===== config.mk =====
export PLATFORM = sky130hd
export DESIGN_NAME = lns_encoder
export DESIGN_NICKNAME = d
export VERILOG_FILES = /design/src/rtl/lns_pkg.sv /design/src/rtl/lns_encoder_lead_one_det.sv /design/src/rtl/lns_encoder.sv
export SDC_FILE = /design/constraint.sdc
export NUM_CORES = 1
export LEC_CHECK = 0
export CAP_MARGIN = 20
export CORE_ASPECT_RATIO = 0.75
export CORE_MARGIN = 1
export CORE_UTILIZATION = 45
export CTS_CLUSTER_DIAMETER = 30
export DETAILED_ROUTE_END_ITERATION = 10
export PLACE_DENSITY = 0.72
export REMOVE_ABC_BUFFERS = 1
export SLEW_MARGIN = 20
export SYNTH_ARGS = -nofsm -noshare
export SYNTH_HDL_FRONTEND = slang
export SYNTH_HIERARCHICAL = 1
export SYNTH_SLANG_ARGS = --single-unit
export TNS_END_PERCENT = 10

===== constraint.sdc =====
create_clock -name clk -period 18.6 [get_ports clk]
set_input_delay 3.72 -clock clk [delete_from_list [all_inputs] [get_ports clk]]
set_output_delay 3.72 -clock clk [all_outputs]
set_load 0.02 [all_outputs]

===== src/rtl/lns_pkg.sv =====
// Shared LNS definitions: log-field geometry, the sign/zero/log word and the encoder FSM states.
// Imported by the encoder, the decoder and the Gaussian-log correction tables.
package lns_pkg;

    localparam int INT_BITS  = 5;
    localparam int FRAC_BITS = 6;
    localparam int LOG_W     = INT_BITS + FRAC_BITS;

    typedef struct packed {
        logic             sign;
        logic             zero;
        logic [LOG_W-1:0] log;
    } lns_t;

    typedef enum logic [1:0] {
        IDLE = 2'd0,
        NORM = 2'd1,
        FRAC = 2'd2,
        DONE = 2'd3
    } lns_enc_state_t;

    function automatic logic [LOG_W-1:0] pack_log(input logic [INT_BITS-1:0] int_part,
                                                  input logic [FRAC_BITS-1:0] frac_part);
        return {int_part, frac_part};
    endfunction

endpackage


===== src/rtl/lns_encoder_lead_one_det.sv =====
// Combinational priority encoder: index of the most significant set bit plus a non-zero flag.
// Shared with the LNS-to-linear decoder.
module lead_one_det #(
    parameter int W     = 17,
    parameter int IDX_W = $clog2(W)
) (
    input  logic [W-1:0]     vec_i,
    output logic [IDX_W-1:0] idx_o,
    output logic             valid_o
);

    // Scan upward so the highest set bit overwrites any lower ones.
    always_comb begin
        idx_o   = '0;
        valid_o = |vec_i;
        for (int i = 0; i < W; i++) begin
            idx_o = vec_i[i] ? IDX_W'(i) : idx_o;
        end
    end

endmodule


===== src/rtl/lns_encoder.sv =====
// Sequential linear-to-LNS encoder: leading-one gives the integer log2, then one fractional
// bit per cycle by repeated squaring of the normalised mantissa.
module lns_encoder
    import lns_pkg::*;
#(
    parameter int IN_W = 16
) (
    input  logic             clk,
    input  logic             rst,
    input  logic             in_valid,
    output logic             in_ready,
    input  logic [IN_W-1:0]  in_data,
    output logic             out_valid,
    input  logic             out_ready,
    output logic             out_sign,
    output logic             out_zero,
    output logic [LOG_W-1:0] out_log
);

    localparam int MAG_W = IN_W + 1;
    localparam int IDX_W = $clog2(MAG_W);
    localparam int SQ_W  = MAG_W + 1;
    localparam int CNT_W = $clog2(FRAC_BITS + 1);

    lns_enc_state_t       state_q;
    logic                 sign_q;
    logic                 zero_q;
    logic [MAG_W-1:0]     mag_q;
    logic [MAG_W-1:0]     m_q;
    logic [INT_BITS-1:0]  e_q;
    logic [FRAC_BITS-1:0] frac_q;
    logic [CNT_W-1:0]     cnt_q;
    logic                 in_ready_q;
    logic                 out_valid_q;
    lns_t                 res_q;

    logic [IDX_W-1:0]     lead_idx_d;
    logic                 lead_vld_d;
    logic [MAG_W-1:0]     mag_in_d;
    logic [MAG_W-1:0]     m_norm_d;
    logic [SQ_W-1:0]      sq_d;
    logic [MAG_W-1:0]     m_d;
    logic                 frac_bit_d;

    lead_one_det #(.W(MAG_W), .IDX_W(IDX_W)) u_lod (
        .vec_i   (mag_q),
        .idx_o   (lead_idx_d),
        .valid_o (lead_vld_d)
    );

    // Magnitude, normalisation shift and one squaring step (Q1.IN_W squared, truncated to Q2.IN_W).
    always_comb begin
        mag_in_d   = '0;
        m_norm_d   = '0;
        sq_d       = '0;
        m_d        = '0;
        frac_bit_d = 1'b0;
        if (in_data[IN_W-1]) begin
            mag_in_d = MAG_W'(0) - {in_data[IN_W-1], in_data};
        end else begin
            mag_in_d = {1'b0, in_data};
        end
        m_norm_d = mag_q << (IDX_W'(IN_W) - lead_idx_d);
        sq_d = SQ_W'(({{MAG_W{1'b0}}, m_q} * {{MAG_W{1'b0}}, m_q}) >> IN_W);
        if (sq_d[SQ_W-1]) begin
            frac_bit_d = 1'b1;
            m_d        = sq_d[SQ_W-1:1];
        end else begin
            frac_bit_d = 1'b0;
            m_d        = sq_d[MAG_W-1:0];
        end
    end

    // Encoder FSM with registered handshake and result outputs.
    always_ff @(posedge clk or posedge rst) begin
        if (rst) begin
            state_q     <= IDLE;
            sign_q      <= 1'b0;
            zero_q      <= 1'b0;
            mag_q       <= '0;
            m_q         <= '0;
            e_q         <= '0;
            frac_q      <= '0;
            cnt_q       <= '0;
            in_ready_q  <= 1'b1;
            out_valid_q <= 1'b0;
            res_q       <= '0;
        end else begin
            case (state_q)
                IDLE: begin
                    if (in_valid) begin
                        sign_q     <= in_data[IN_W-1];
                        mag_q      <= mag_in_d;
                        zero_q     <= 1'b0;
                        in_ready_q <= 1'b0;
                        state_q    <= NORM;
                    end
                end
                NORM: begin
                    // A zero operand spends a second cycle here to keep its fixed two-edge latency.
                    if (!lead_vld_d) begin
                        if (zero_q) begin
                            res_q.sign  <= 1'b0;
                            res_q.zero  <= 1'b1;
                            res_q.log   <= '0;
                            out_valid_q <= 1'b1;
                            state_q     <= DONE;
                        end else begin
                            zero_q <= 1'b1;
                        end
                    end else begin
                        e_q     <= INT_BITS'(lead_idx_d);
                        frac_q  <= '0;
                        m_q     <= m_norm_d;
                        cnt_q   <= '0;
                        state_q <= FRAC;
                    end
                end
                FRAC: begin
                    m_q    <= m_d;
                    frac_q <= {frac_q[FRAC_BITS-2:0], frac_bit_d};
                    if (cnt_q == CNT_W'(FRAC_BITS - 1)) begin
                        res_q.sign  <= sign_q;
                        res_q.zero  <= 1'b0;
                        res_q.log   <= pack_log(e_q, {frac_q[FRAC_BITS-2:0], frac_bit_d});
                        out_valid_q <= 1'b1;
                        state_q     <= DONE;
                    end else begin
                        cnt_q <= cnt_q + CNT_W'(1);
                    end
                end
                DONE: begin
                    if (out_ready) begin
                        out_valid_q <= 1'b0;
                        in_ready_q  <= 1'b1;
                        state_q     <= IDLE;
                    end
                end
                default: begin
                    state_q <= IDLE;
                end
            endcase
        end
    end

    assign in_ready  = in_ready_q;
    assign out_valid = out_valid_q;
    assign out_sign  = res_q.sign;
    assign out_zero  = res_q.zero;
    assign out_log   = res_q.log;

endmodule


==> run summary <==
Run status: complete, no violations
Largest net degree at the start of global routing: 67
Setup skew after layout: 0.00668 ns
Min-Delay Path Class: flop to flop
Sequential area share after synthesis: 13.6%
Die width: 192 um
Antenna Cells: 0
Top-count cell post-synth: inv_1
Routed wire length: 27.9 mm
Worst Path Required: 18.84 ns
Startpoint type of the worst setup path: flop
Final net count: 1697
Main synth FF type: dfrtp_1
Synth top area cells: fa_1 (31%), dfrtp_1 (13%), ha_1 (12%)
Clock Tree Buf Depth: 2
Worst slew pin tran: 0.902 ns
Yosys reg bits: 66
Pins Over Slew Limit: 0
Num rows: 51
CTS tree: built
IO Count: 35
Num CTS Buffers: 9
Vias/cell: 5.38
Detailed-route DRC error count: 0
Final cell count without fillers: 1718
Top cell type's share of synthesized area: 30.9%
Commonest cells post-synth: inv_1 (297), fa_1 (188), nand2_1 (143)
Postcts setup bufs: 0
Core area: 0.0262 mm2
Fmax achieved: 133 MHz
Mapped Area: 0.0122 mm2
Final setup viols: 0
CP Capture Type: flop
Synth cell types: 76
Overflow after GRT: 0
WS Path Type: flop to flop
CTS clk-pin slew, worst paths: 0.06 ns
DR iter-0 viols: 788
Post-synth EDFFs: 0
# H-tree levels: 3
Final HPWL DP: 22.8 mm
Ys async rst share: 100%
Post-CTS Hold Fix Bufs: 0
Synth Warn #: 6
Clk root buf: clkbuf_16
Crit path max fanout: 18
Leading area contributor after synthesis: fa_1
WL per Instance: 16.3 um
Worst-skew pair later-pin latency: 0.34 ns
RSZ-0062 raised after global routing: no
Dpl cells: 1702
RD Place Congestion: 0.921
Post-cts sizing count: 0
Die height: 144 um
Initial antenna violation count: 0
Area Overhead vs Synth: 7.59%
Fin. Hold Viols: 0
Detail Route Antenna Nets: 0
Vias post-DR: 9251
CTS sink cnt: 66
Layout cells sized above 1: 4.44%
Vias in the first global route: 9387
Hold slack: 0.493 ns
Full die area: 0.0277 mm2
TNS Setup: 0 ns
WP data arrival: 7.73 ns
Final Critical Period: 7.49 ns
Syn Area/Cell: 8.88 um2
Cells after Synth: 1370
Slew headroom: 39.4%
GRT Total Usage: 21.5%
Period utilisation layout: 40.3%
TritonRoute pass-1 iters: 5
Port Buffers: 34
First-pass GRT wire length: 47.0 mm
Initial Utilization: 46.4%
Internal reg-to-reg setup slack: 11.11 ns
Number of max-cap violations: 0
==> logic make-up (layout without fill, tap and decap cells) <==
group | count (synthesis) | after routing | share of synthesized area [%]
flip-flops | 66 | 66 | 13.6
AO/OA/AOI/OAI | 228 | 228 | 12.2
adder cells (fa/ha/maj) | 308 | 308 | 43.3
XOR/XNOR | 48 | 48 | 3.46
AND/OR/NAND/NOR | 333 | 333 | 12.6
buffers and inverters | 350 | 354 | 10.9
multiplexers | 37 | 37 | 3.91
==> per-layer routing <==
layer | wire length [um] | share of wire [%] | track usage, % | up-vias
met5 | 0 | 0 | 0 | -
met3 | 1870 | 6.7 | 4.08 | 30
met1 | 13400 | 48 | 31.2 | 4566
li1 | - | - | - | 4358
met4 | 380 | 1.4 | 3.97 | 0
met2 | 12300 | 44 | 33.3 | 297
==> layout make-up <==
cell class | count | area [um2]
Sequential cell | 66 | 1650
Multi-Input combinational cell | 954 | 9190
Fill cell | 2465 | 13100
Clock inverter | 5 | 52.6
Inverter | 297 | 1110
Timing Repair Buffer | 41 | 393
Clock buffer | 11 | 253
Tap cell | 344 | 430
==> flip-flops by register name, indices dropped and copies added (netlist names), 2 cells and up <==
register	cells
m_q	17
mag_q	17
out_log	11
e_q	5
frac_q	5
cnt_q	3
state_q	2
==> final timing paths <==
check,start,to,cells after the start
setup / recovery,m_q[10],m_q[15],21
hold / removal,e_q[1],e_q[1],2
setup reg to reg,m_q[10],m_q[15],21
hold reg to reg,e_q[1],e_q[1],2
max in group asynchronous,rst,mag_q[2],3
min in group asynchronous,rst,state_q[0],3
==> stage by stage <==
step	instance area (um2)	setup WS, ns	util (%)
4_1_cts	13100	11.14	49.9
5_1_grt	13100	10.69	49.9
3_5_place_dp	12800	11.17	48.7
6_report	13100	11.11	49.9
2_1_floorplan	12000	12.18	-
3_3_place_gp	12800	11.29	48.7
==> layout by cell type (no fill, tap or decap), types with 6 or more instances in the layout <==
master             n
clkbuf_16          9
dfrtp_1           65
a22o_1            16
and3_1            10
and2_1            41
clkdlybuf4s50_1   34
o31ai_1            7
a211oi_1           7
buf_4              7
nand2_1          143
mux2i_1           18
a21oi_1           76
nor3_1            12
xor2_1            20
a22oi_1           10
nand2b_1           6
mux4_2             6
inv_1            296
nand3_1           12
fa_1             188
o221ai_1           7
ha_1             120
o21ai_0           42
a21o_1            10
nor2b_1            9
mux2_2            10
or2_2              6
xnor2_1           28
nor2_1            75
a31oi_1            8
==> critical path, stage by stage, from the launching register on <==
cell	delay (ns)
dfrtp_1	0.88
and2_1	0.27
inv_1	0.06
fa_1	0.49
inv_1	0.07
fa_1	0.50
fa_1	0.57
fa_1	0.43
fa_1	0.49
inv_1	0.05
fa_1	0.51
inv_1	0.05
ha_1	0.36
a21oi_1	0.23
o21ai_0	0.11
a21oi_1	0.22
a211oi_1	0.14
a221o_2	0.51
mux2i_4	0.24
nor2_1	0.69
nand2_1	0.28
o221ai_1	0.23
Power is not shown: default switching activity piles up to over one toggle a cycle in this logic, so the estimate is an artifact.
